===== config.mk =====
export PLATFORM = sky130hd
export DESIGN_NAME = fifo_param
export DESIGN_NICKNAME = d
export VERILOG_FILES = /design/src/rtl/fifo_param.sv
export SDC_FILE = /design/constraint.sdc
export NUM_CORES = 1
export LEC_CHECK = 0
export CORE_MARGIN = 3
export CORE_UTILIZATION = 49
export DETAILED_ROUTE_END_ITERATION = 12
export PLACE_DENSITY = 0.68
export SLEW_MARGIN = 25
export SYNTH_ARGS = -nofsm -noshare
export SYNTH_HDL_FRONTEND = slang
export SYNTH_SLANG_ARGS = --single-unit

===== constraint.sdc =====
create_clock -name clk -period 10.8 [get_ports clk]
set_input_delay 2.16 -clock clk [delete_from_list [all_inputs] [get_ports clk]]
set_output_delay 2.16 -clock clk [all_outputs]
set_load 0.1 [all_outputs]

===== src/rtl/fifo_param.sv =====
// Parametrised synchronous FIFO: circular buffer with occupancy counter, registered read
// data, per-request ack/err pulses and almost-full/almost-empty thresholds.
module fifo_param #(
    parameter int DATA_WIDTH = 32,
    parameter int DEPTH      = 8,
    parameter int AF_LEVEL   = 6,
    parameter int AE_LEVEL   = 2,
    parameter int CLEAR_DOUT = 1,
    localparam int PW        = $clog2(DEPTH),
    localparam int CW        = $clog2(DEPTH + 1)
) (
    input  logic                  clk,
    input  logic                  reset,
    input  logic [DATA_WIDTH-1:0] d_in,
    input  logic                  wr_en,
    input  logic                  rd_en,
    output logic [DATA_WIDTH-1:0] d_out,
    output logic [CW-1:0]         data_count,
    output logic                  full,
    output logic                  empty,
    output logic                  almost_full,
    output logic                  almost_empty,
    output logic                  wr_ack,
    output logic                  wr_err,
    output logic                  rd_ack,
    output logic                  rd_err
);

    logic [DATA_WIDTH-1:0] mem_r [DEPTH];
    logic [PW-1:0]         head_r;
    logic [PW-1:0]         tail_r;
    logic [CW-1:0]         count_r;
    logic [CW-1:0]         count_nxt_s;
    logic [DATA_WIDTH-1:0] dout_nxt_s;
    logic                  rd_ok_s;
    logic                  wr_ok_s;

    // Request qualification, next occupancy and next read data.
    always_comb begin
        rd_ok_s     = 1'b0;
        wr_ok_s     = 1'b0;
        count_nxt_s = count_r;
        dout_nxt_s  = d_out;
        if (rd_en && (count_r != CW'(0))) begin
            rd_ok_s = 1'b1;
        end else begin
            rd_ok_s = 1'b0;
        end
        // A read on a full FIFO frees a slot for the write at the same edge.
        if (wr_en && ((count_r != CW'(DEPTH)) || rd_ok_s)) begin
            wr_ok_s = 1'b1;
        end else begin
            wr_ok_s = 1'b0;
        end
        case ({wr_ok_s, rd_ok_s})
            2'b10:   count_nxt_s = count_r + CW'(1);
            2'b01:   count_nxt_s = count_r - CW'(1);
            default: count_nxt_s = count_r;
        endcase
        if (rd_ok_s) begin
            dout_nxt_s = mem_r[head_r];
        end else if (CLEAR_DOUT != 0) begin
            dout_nxt_s = {DATA_WIDTH{1'b0}};
        end else begin
            dout_nxt_s = d_out;
        end
    end

    // Storage array; intentionally not reset.
    always_ff @(posedge clk) begin
        if (wr_ok_s) begin
            mem_r[tail_r] <= d_in;
        end
    end

    // Pointers, occupancy, read data and request status pulses.
    always_ff @(posedge clk or posedge reset) begin
        if (reset) begin
            head_r  <= {PW{1'b0}};
            tail_r  <= {PW{1'b0}};
            count_r <= {CW{1'b0}};
            d_out   <= {DATA_WIDTH{1'b0}};
            wr_ack  <= 1'b0;
            wr_err  <= 1'b0;
            rd_ack  <= 1'b0;
            rd_err  <= 1'b0;
        end else begin
            head_r  <= rd_ok_s ? head_r + PW'(1) : head_r;
            tail_r  <= wr_ok_s ? tail_r + PW'(1) : tail_r;
            count_r <= count_nxt_s;
            d_out   <= dout_nxt_s;
            wr_ack  <= wr_ok_s;
            wr_err  <= (wr_en == 1'b1) && !wr_ok_s;
            rd_ack  <= rd_ok_s;
            rd_err  <= (rd_en == 1'b1) && !rd_ok_s;
        end
    end

    // Status flags derive only from the occupancy register.
    assign data_count   = count_r;
    assign full         = (count_r == CW'(DEPTH));
    assign empty        = (count_r == CW'(0));
    assign almost_full  = (count_r >= CW'(AF_LEVEL));
    assign almost_empty = (count_r <= CW'(AE_LEVEL));

endmodule


Word level (Yosys, flattened, before mapping):

Memory sizes are Yosys's and may differ from the RTL's.
Cells that the tools add are included.

* input port bits: 36
* output and inout port bits: 44
* memories: 1
* memory bits (writable): 256
* word-level logic and storage cells: 35
* flip-flop bits (word level): 46

* $add $sub $neg: 4
* eq/ne operators: 4
* reduce and logical (&&, ||, !) cells: 10
* multiplexer cells: 6
* magnitude comparators: 2

Memories
* mem_r: depth 8, width 32, read ports 1, clocked after Yosys merged registers in 0, wr ports 1, RTL line 29 `logic [DATA_WIDTH-1:0] mem_r [DEPTH];`

Operators by type and width (count)
* 32-bit 2-to-1 mux: 1
* 4-bit case mux with 2 select lines: 1
* 3-bit by 1-bit adder with 3-bit output (second input constant): 2
* 4-bit by 1-bit adder with 4-bit output (second input constant): 1
* 4-bit == test (second input constant): 1
* 4-bit by 3-bit greater-or-equal comparator with 1-bit output (second input constant): 1
* 4-bit by 2-bit <= comparator with 1-bit output (second input constant): 1
* 1-bit logical AND: 4
* 4-bit logical NOT: 1
* 1-bit 2-to-1 mux: 4
* 4-bit inequality test (second input constant): 1
* 4-bit nonzero test: 1
* 4-bit by 1-bit subtractor with 4-bit output (second input constant): 1
* 2-bit by 1-bit == test with 1-bit output (second input constant): 1
* 2-bit == test (second input constant): 1
* 1-bit logical NOT: 2
* 2-bit nonzero test: 1
* 1-bit logical OR: 1

Depth between registers and ports, before layout:

* depth after elaboration: 8
* mapped depth: 10
* mapped depth without buffers: 8

Worst setup path before layout:

OpenSTA, ideal clock, no wires.

* kind: flip-flop to output port
* start: register count_r[0], in the netlist data_count[0]
* end: output port empty
* cell stages (with the launch flop): 3
* required time: 8.640 ns
* arrival: 4.036 ns
* path buffers: 1
* slack: 4.604 ns
* cell sequence: dfrtp_1 > buf_6 > nor4_1

* cells in the longest elaborated chain, start to end: 1

RTL lines
* start: declaration: RTL line 32 `logic [CW-1:0] count_r;`
* start signal: assignment: RTL line 81 `count_r <= {CW{1'b0}};`
* start signal: assignment: RTL line 90 `count_r <= count_nxt_s;`
* 4-bit logical NOT: RTL line 102 `assign empty = (count_r == CW'(0));`
* end: declaration: RTL line 20 `output logic empty,`

Every way passes these cells.

Worst setup path after layout:

* start: register count_r[0], in the netlist data_count[0]
* end: output port full

* cells in the longest elaborated chain, start to end: 1

RTL lines
* 4-bit == test: RTL line 101 `assign full = (count_r == CW'(DEPTH));`
* end: declaration: RTL line 19 `output logic full,`

Every way passes these cells.

==> results.md <==
- The flow ran to the end, and the final reports show no timing, DRC or antenna violations.
- In this run the tool buffered the top-level ports with 79 buffer cells.
- The worst pin sits at a relative slew slack of 0.347.
- The leakage power of the design is 4.51 nW.
- Entering global routing, the biggest net connects 67 pins.
- Yosys mapped a number of flops with a built-in enable equal to 256.
- After the last flow step, the layout net total stands at 625.
- The first global-routing pass estimated 33100 um of wire.
- The number of inserted filler cells in the final layout is 1552.
- Buffers inserted during clock tree synthesis total 30.
- The count of nets left with antenna violations once routing finished came out at 0.
- The max-slew violation total from the final report was 0.
- The post-CTS setup buffer count is 0.
- The last weighted congestion value of the routability-driven placer is 0.704.
- The core region area is 22100 um2.
- The min-delay analysis places its worst path in the category reg -> reg.
- The fraction of the cycle the final worst path needs is 0.468.
- In this run the horizontal extent of the chip is roughly 160 um.
- The floorplan has 54 rows.
- After the first detailed-routing iteration, the DRC count stood at approximately 410.
- The proportion of synthesized flip-flops having asynchronous set or reset is 0.152.
- At the later pin of the worst-skew pair, clock insertion delay measures 540 ps.
- The final routed wirelength across all metal layers is a little over 20000 um.
- The max-capacitance violation count is 0.
- The largest fanout on the critical path is 10.
- The fraction of synthesized cell area taken by the top area cell type is 0.688.
- The endpoint required time on the critical path is 8640 ps.
- Static timing analysis puts the maximum clock frequency at 0.198 GHz.
- Synthesis produced 484 cells.
- The worst-case IR drop observed on VDD is ~0.00019 V.
- The synthesized netlist occupies a cell area of between 10000 and 15000 um2.
- From bottom edge to top edge, the die measures about 160 um.
- The number of distinct standard cells referenced by the synthesized netlist is 40.
- The synthesized net count is about 530.
- The cell type contributing the most total cell area after synthesis is edfxtp_1.
- In the post-synthesis netlist, the biggest area contributors are edfxtp_1, mux4_2, dfrtp_1, a22o_1, buf_6.
- The initial antenna violation count came to 0.
- The area of the die is 24700 um2.
- The number of diodes added for antenna fixing is 0.
- The initial cell density of the core is 0.506.
- The proportion of synthesized chip area in sequential cells is 0.791.
- For this block, the via count after detailed routing is around 5100.
- Summed over all nets, the half-perimeter wirelength after detailed placement is 11500 um.
- The residual DRC count is 0.
- Among all flip-flop cells after synthesis, the most frequent one is edfxtp_1.
- Compared with the post-synthesis result, the final layout area differs by 20.0%.
- The kind of start point of the critical path is a flop.
- The power density of the placed cells is 293 nW/um2.
- The kind of end point of the critical path is an output pin.
- The clock tree from TritonCTS is done.
- Sorting the synthesized cells by how often they occur yields edfxtp_1, mux4_2, dfrtp_1.
- The pin slew with the least headroom to its limit is 977 ps.
- The number of global-route vias before repair was around 5500.
- The worst setup path is of the reg -> out kind.
- Setup violations remaining at the end of the flow were counted as 0.
- The total overflow left after global routing is 0.
- The number of buffers on the longest clock path is 3.
- Setup repair after global routing left no endpoint under its margin.
- The number of hold violations in the final report was 0.
- Of the cells placed in the final design, the portion with a size suffix greater than 1 is 0.236.
- A synthesized cell averages 23.1 um2.
- The detailed-routing iteration count for the pre-antenna-repair pass is 4.
- The final-layout setup total negative slack is 0 ps.
- In this run the number of H-tree levels came out at 1.
- The worst path needs ~5000 ps of the cycle, external delays included.
- In the final layout, flip-flops and latches occupy 8840 um2.
- Gates resized during post-CTS repair numbered 0.
- The overall routing resource usage is 0.175.
- Summing all multi-input logic gate instances after layout gives 2220 um2.
- The CTS clock-pin slew for the worst setup and hold paths is 60 ps.
- The ratio of routed vias to standard cells is around 5.7.
- The top-level I/O count is 80.
- The most numerous cell in the Yosys netlist is edfxtp_1.
- The number of clock sinks seen by CTS is 302.
- The root buffer cell chosen for the clock tree is clkbuf_16.
- Total power for the finished layout comes to just under 0.004 W.
- At the worst endpoint, the arrival time is 2890 ps.
- For this run, the number of Yosys warnings is 0.
- The wire length per cell after detailed routing is approximately 23 um.
- For the final database, setup skew stands at 12.2 ps.
- The count of hold-fix buffers inserted at cts is 0.
- The flop and latch count out of synthesis is 302.
==> through the flow <==
step	worst slack [ps]	area (um2)	std cells	hold WS [ps]	util
after global routing	5680	13400	887	604	0.607
after CTS	5720	13400	886	555	0.606
after floorplan	4600	11200	484	459	-
after global placement	6170	12300	828	530	0.557
final	5750	13400	887	553	0.607
after detailed placement	5970	12400	831	541	0.560
==> state kept, by name, indices dropped and copies added (netlist names) <==
register	cells
wr_err	1
wr_ack	1
rd_ack	1
head_r	3
mem_r	256
d_out	32
tail_r	3
rd_err	1
data_count	4
==> kinds of logic after synthesis <==
| family | count (synthesis) | share of synthesized area |
|---|---|---|
| buffers and inverters | 32 | 0.0160 |
| AND/OR/NAND/NOR | 27 | 0.0140 |
| XOR/XNOR | 7 | 0.00549 |
| flip-flops | 302 | 0.791 |
| AO/OA/AOI/OAI | 44 | 0.0359 |
| multiplexers | 67 | 0.132 |
| adder cells (fa/ha/maj) | 5 | 0.00560 |
==> power by group <==
part	total [W]	switching, W	internal [W]
clock network	0.00105	0.000411	0.000637
logic	0.00130	0.000833	0.000465
registers	0.00159	0.000106	0.00148
==> critical path, stage by stage (launching register included) <==
cell             delay, ps
dfrtp_1                520
or4b_4                 640
inv_1                   70
clkdlybuf4s50_1       1120
==> layout by cell type, fill, tap and decap left out, types with 2 or more instances in the layout <==
| cell type | synthesis | routed |
|---|---|---|
| clkbuf_8 | 0 | 3 |
| dfrtp_1 | 46 | 44 |
| clkinv_1 | 0 | 7 |
| clkdlybuf4s50_1 | 0 | 79 |
| mux4_2 | 64 | 64 |
| nor3_2 | 0 | 4 |
| xnor2_1 | 6 | 6 |
| buf_16 | 0 | 2 |
| a22o_1 | 32 | 32 |
| clkbuf_16 | 0 | 31 |
| buf_4 | 1 | 10 |
| nand2b_1 | 2 | 2 |
| nor2_4 | 0 | 4 |
| edfxtp_1 | 256 | 256 |
| bufinv_16 | 0 | 4 |
| nand2_1 | 5 | 5 |
| o211ai_1 | 2 | 2 |
| clkbuf_1 | 11 | 5 |
| inv_2 | 1 | 2 |
| inv_1 | 5 | 4 |
| clkinv_2 | 0 | 3 |
| ha_1 | 5 | 5 |
| and2_1 | 2 | 2 |
==> final timing paths <==
path / start / cells past startpoint / endpoint / slack [ps]
worst max-delay path: data_count[0] / 3 / full / 5750
worst min-delay path: head_r[2] / 1 / head_r[2] / 550
worst max register to register: data_count[0] / 6 / data_count[3] / 7550
worst min register to register: head_r[2] / 1 / head_r[2] / 550
max in group asynchronous: reset / 3 / head_r[0] / 8150
min in group asynchronous: reset / 3 / data_count[2] / 2140
==> area by class of cell <==
| cell class | instances | share of cell area |
|---|---|---|
| sequential | 302 | 0.659 |
| multi-input combinational | 150 | 0.165 |
| timing repair buffer | 94 | 0.0721 |
| clock buffer | 39 | 0.0623 |
| tap | 280 | 0.0261 |
| clock inverter | 16 | 0.0132 |
| inverter | 6 | 0.00168 |
==> layer usage <==
layer  wire length (um)  track usage
met1               9080        0.255
met2              10300        0.284
met3               1050       0.0311
met4                302       0.0401
met5                  0            0
No activity file was read; power rests on OpenSTA's default activity.
==> patch 1 (same settings) <==
Change the parameter `CLEAR_DOUT` from 1 to 0.
--- a/src/rtl/fifo_param.sv
+++ b/src/rtl/fifo_param.sv
@@ -7,3 +7,3 @@
     parameter int AE_LEVEL   = 2,
-    parameter int CLEAR_DOUT = 1,
+    parameter int CLEAR_DOUT = 0,
     localparam int PW        = $clog2(DEPTH),
Behaviour: not the same (a bounded check fails within 4 cycles, from zero or initial values and one cycle with reset high).
==> patch 1 against the original RTL <==
Maximum frequency is 1.4% higher; synthesized area rose by 3.9%; worst setup slack gained 0.071 ns; sequential cell count is the same; final area rose by 3.7%; wire length grew 9.3%; highest routed layer is now met5; via count up 19%; critical path type unchanged; synthesized cell count grew 35%; total power is 9.5% higher; combinational power is 22% higher; sequential power grew 4%; largest cell class unchanged; global-route usage up 0.28 points; final cell count increased by 22%.
==> patch 1: results (changes against the original RTL) <==
{| class="wikitable"
! Metric !! Value
|-
| Largest clock skew in the final design || 0.0102 ns (-0.00198 ns)
|-
| Tcrit/Tclk final || 46.1% (-0.66 points)
|-
| Wire length of the first global-routing pass || 36.0 mm (+8.9%)
|-
| Count of non-CTS inverters in the layout || 4 (-2)
|-
| Final routed wire length divided by cell count || 21.0 microns (-10%)
|-
| Synthesized instance count || 654 (+35%)
|-
| Worst path arrival time || 2.82 ns (-0.07 ns)
|-
| Result of the run || completed
|-
| Portion of netlist area occupied by mux cells || 11.8% (-1.4 points)
|-
| Multi-input logic portion of the cell area || 18.8% (+2.3 points)
|-
| End of the worst hold path || d_out[21]
|-
| Clock buffer count || 37 (-5.1%)
|-
| Power density relative to cell area || 310 mW/mm^2 (+5.6%)
|-
| Post-Place Cell Area || 0.0129 sq mm (+3.9%)
|-
| Adder-Cell Fraction of Synth Area || 0.539% (-0.021 points)
|-
| Clock buffer and inverter area fraction after layout || 7.48% (-0.080 points)
|-
| Filler cell count in the final layout || 1756 (+13%)
|-
| Layout cells sized above 1 || 18.7% (-4.8 points)
|-
| Number of DRC markers after the initial detailed-route iteration || 453 (+11%)
|-
| Worst IR drop on VDD || 213 uV (+13%)
|-
| Num sequential || 302 (unchanged)
|-
| Number of cells traversed by the worst hold path || 2 (+1)
|-
| Part of the power in the clock network || 24.9% (-1.7 points)
|-
| Vias post-DR || 6035 (+19%)
|-
| Post-detailed-placement half-perimeter wirelength || 12.7 mm (+10%)
|-
| Reg-to-reg setup timing slack || 7.61 ns (+0.06 ns)
|-
| Reg-to-Reg Start || data_count[1]
|-
| Unique cell type count in the Yosys netlist || 34 (-15%)
|-
| Synthesized-area fraction occupied by ao, oa, aoi and oai cells || 6.28% (+2.7 points)
|-
| Fraction of power consumed by combinational cells || 36.9% (+3.9 points)
|-
| Endpoint of the lowest-slack register-to-register path || data_count[2]
|-
| Cell total after placement || 1025 (+23%)
|-
| XOR/XNOR share of the synthesized area || 0.679% (+0.13 points)
|-
| Layout buffering overhead excluding clock cells || 7.24% (+0.032 points)
|-
| Most area-consuming cells after synthesis || sky130_fd_sc_hd__edfxtp_1 (66%), sky130_fd_sc_hd__dfrtp_1 (9.9%), sky130_fd_sc_hd__mux2_2 (6.3%), sky130_fd_sc_hd__mux2i_1 (5.5%), sky130_fd_sc_hd__o221ai_1 (1.8%)
|-
| Max-Slew Margin vs Limit || 33.8% (-0.90 points)
|-
| Worst slack at placement || 5.98 ns (+0.00113 ns)
|-
| Sequential element share of the synthesized area || 76.1% (-2.9 points)
|-
| Synthesized net count || 695 (+32%)
|-
| Placer's final routability congestion estimate || 0.767 (+9.0%)
|-
| Net count, final || 786 (+26%)
|-
| Overall track demand over capacity in global routing || 17.8% (+0.28 points)
|}
patch 1: cell types whose count changed in the layout (fill, tap and decap cells not counted), moves of 29 or more:
cell	before	now
sky130_fd_sc_hd__o21ai_0	0	29
sky130_fd_sc_hd__nand2_1	5	43
sky130_fd_sc_hd__mux2_2	1	65
sky130_fd_sc_hd__mux4_2	64	0
sky130_fd_sc_hd__mux2i_1	1	64
sky130_fd_sc_hd__a22o_1	32	0
patch 1: routing by layer:
| layer | global-route usage, % | share of wire [%] | routed length [microns] | vias up |
|---|---|---|---|---|
| met4 | 4.26 | 1.9 | 427 | 2 |
| met2 | 30.7 | 50 | 11400 | 166 |
| li1 | - | - | - | 2757 |
| met3 | 3.19 | 5.2 | 1190 | 43 |
| met1 | 23.8 | 43 | 9700 | 3067 |
| met5 | 0 | 0.057 | 13 | - |
==> patch 2 (same flow settings) <==
Without the edit above. Reset style: synchronous (`reset`), changed in one clocked block.
--- a/src/rtl/fifo_param.sv
+++ b/src/rtl/fifo_param.sv
@@ -76,3 +76,3 @@
     // Pointers, occupancy, read data and request status pulses.
-    always_ff @(posedge clk or posedge reset) begin
+    always_ff @(posedge clk) begin
         if (reset) begin
Behaviour: differs if reset is asserted again (counterexample within 4 cycles, from zero or initial values and one cycle with reset high); with reset held inactive, the same outputs for 10 cycles.
==> patch 2 against the original RTL <==
Synthesized area fell by 0.59%; largest cell class unchanged; maximum frequency rose by 0.69%; total power fell by 18%; hold slack improved by 0.020 ns; clock power fell by 4%; first-iteration DRC count fell by 26%; utilization fell by 0.41 points; sequential cell count did not move; final area fell by 0.98%; worst setup slack improved by 0.035 ns; wire length fell by 7.2%; largest power group unchanged; die area fell by 0.57%.
==> patch 2: results (changes against the original RTL) <==
{| class="wikitable"
! Metric !! Value
|-
| Result of the run || completed
|-
| Most area-consuming cells after synthesis || sky130_fd_sc_hd__edfxtp_1 (69%), sky130_fd_sc_hd__mux4_2 (13%), sky130_fd_sc_hd__dfxtp_1 (8.3%), sky130_fd_sc_hd__mux2i_1 (2.9%), sky130_fd_sc_hd__nor2_1 (1.5%)
|-
| Post CTS Setup Buffer Count || 0 (unchanged)
|-
| Synthesized instance count || 530 (+9.5%)
|-
| Worst slack at placement || 5.98 ns (+0.00372 ns)
|-
| Reg-to-reg setup timing slack || 8.12 ns (+0.57 ns)
|-
| Static Leak || 4.22 nW (-6.5%)
|-
| Overall track demand over capacity in global routing || 16.2% (-1.4 points)
|-
| Origin of the worst setup path || data_count[2]
|-
| Worst IR drop on VDD || 142 uV (-25%)
|-
| Per-cell via count in the routed design || 5.52 (-3.9%)
|-
| Largest clock skew in the final design || 0.0134 ns (+0.00122 ns)
|-
| Pin count of the biggest net entering global routing || 67 (unchanged)
|-
| Worst path arrival time || 2.86 ns (-0.03 ns)
|-
| Reg-to-Reg Start || data_count[3]
|-
| Number of DRC markers after the initial detailed-route iteration || 303 (-26%)
|-
| Final routed wire length divided by cell count || 20.8 microns (-11%)
|-
| Post-Place Cell Area || 0.0123 sq mm (-0.68%)
|-
| Net count, final || 664 (+6.2%)
|-
| Number of diodes added for antenna fixing || 0 (unchanged)
|-
| Number of cells traversed by the worst register-to-register path || 8 (+2)
|-
| Placer's final routability congestion estimate || 0.774 (+10%)
|-
| First-pass detailed-route iteration total || 5 (+1)
|-
| Asr flop ratio synth || 0% (-15 points)
|-
| Via count of the first global-routing pass || 5429 (-2.1%)
|-
| Commonest cells in the netlist || sky130_fd_sc_hd__edfxtp_1 (256), sky130_fd_sc_hd__mux4_2 (64), sky130_fd_sc_hd__dfxtp_1 (46)
|-
| Tcrit/Tclk final || 46.5% (-0.32 points)
|-
| CP endpoint || empty
|-
| Sequential element share of the synthesized area || 77.5% (-1.6 points)
|-
| Max-Slew Margin vs Limit || 32.4% (-2.3 points)
|-
| Synthesized net count || 571 (+8.8%)
|-
| Stage delay of the slowest cell on the critical path || 1.14 ns (+0.02 ns)
|-
| Post-detailed-placement half-perimeter wirelength || 11.0 mm (-4.5%)
|-
| Cell total after placement || 871 (+4.8%)
|-
| Layout cells sized above 1 || 22.0% (-1.5 points)
|}
## patch 2: changes by cell type in the layout (fill, tap and decap cells not counted), sizes merged, moves of 4 or more
| cell | change |
|---|---|
| nor2 | +39 |
| mux2i | +31 |
| dfxtp | +46 |
| dfrtp | -46 |
| buf | -4 |
| clkbuf | -6 |
| a22o | -32 |
## patch 2: worst min-delay path by stage
stage / from / endpoint / slack, ns / depth (start not counted)
after floorplan: tail_r[1] / tail_r[1] / 0.50 / 2
after global placement: tail_r[1] / tail_r[1] / 0.54 / 2
after detailed placement: tail_r[1] / tail_r[1] / 0.56 / 2
after CTS: tail_r[1] / tail_r[1] / 0.57 / 2
after global routing: tail_r[1] / tail_r[1] / 0.63 / 2
final: tail_r[1] / tail_r[1] / 0.57 / 2
## patch 2: power breakdown
group / internal (mW) / switching [mW]
clock: 0.594 / 0.411
combinational: 0.310 / 0.499
sequential: 1.34 / 0.0885
total: 2.24 / 0.999
## patch 2: cells by family (layout without fill, tap and decap cells)
group           after synthesis  after routing  share of synthesized area [%]
xor+xnor                      7              7                          0.552
compound gates               15             15                           1.14
fa+ha+maj                     5              5                          0.631
flops                       302            302                           77.5
simple gates                 70             70                           2.89
mux                          97             97                           16.0
buf+inv                      34            149                           1.35
## patch 2: layout make-up
type | instances | area (sq um)
inverters | 6 | 22.5
flip-flops and latches | 302 | 8620
well taps | 280 | 350
multi-input cells | 194 | 2400
clock inverters | 20 | 206
fillers | 1557 | 8740
repair buffers | 90 | 933
clock buffers | 33 | 751
## patch 2: metal layers
| metal | up-vias | global-route usage, % | wire length (microns) |
|---|---|---|---|
| met2 | 139 | 26.4 | 9500 |
| met4 | 0 | 3.63 | 266 |
| met5 | - | 0 | 0 |
| met3 | 22 | 3.01 | 992 |
| li1 | 2308 | - | - |
| met1 | 2635 | 23.2 | 8500 |
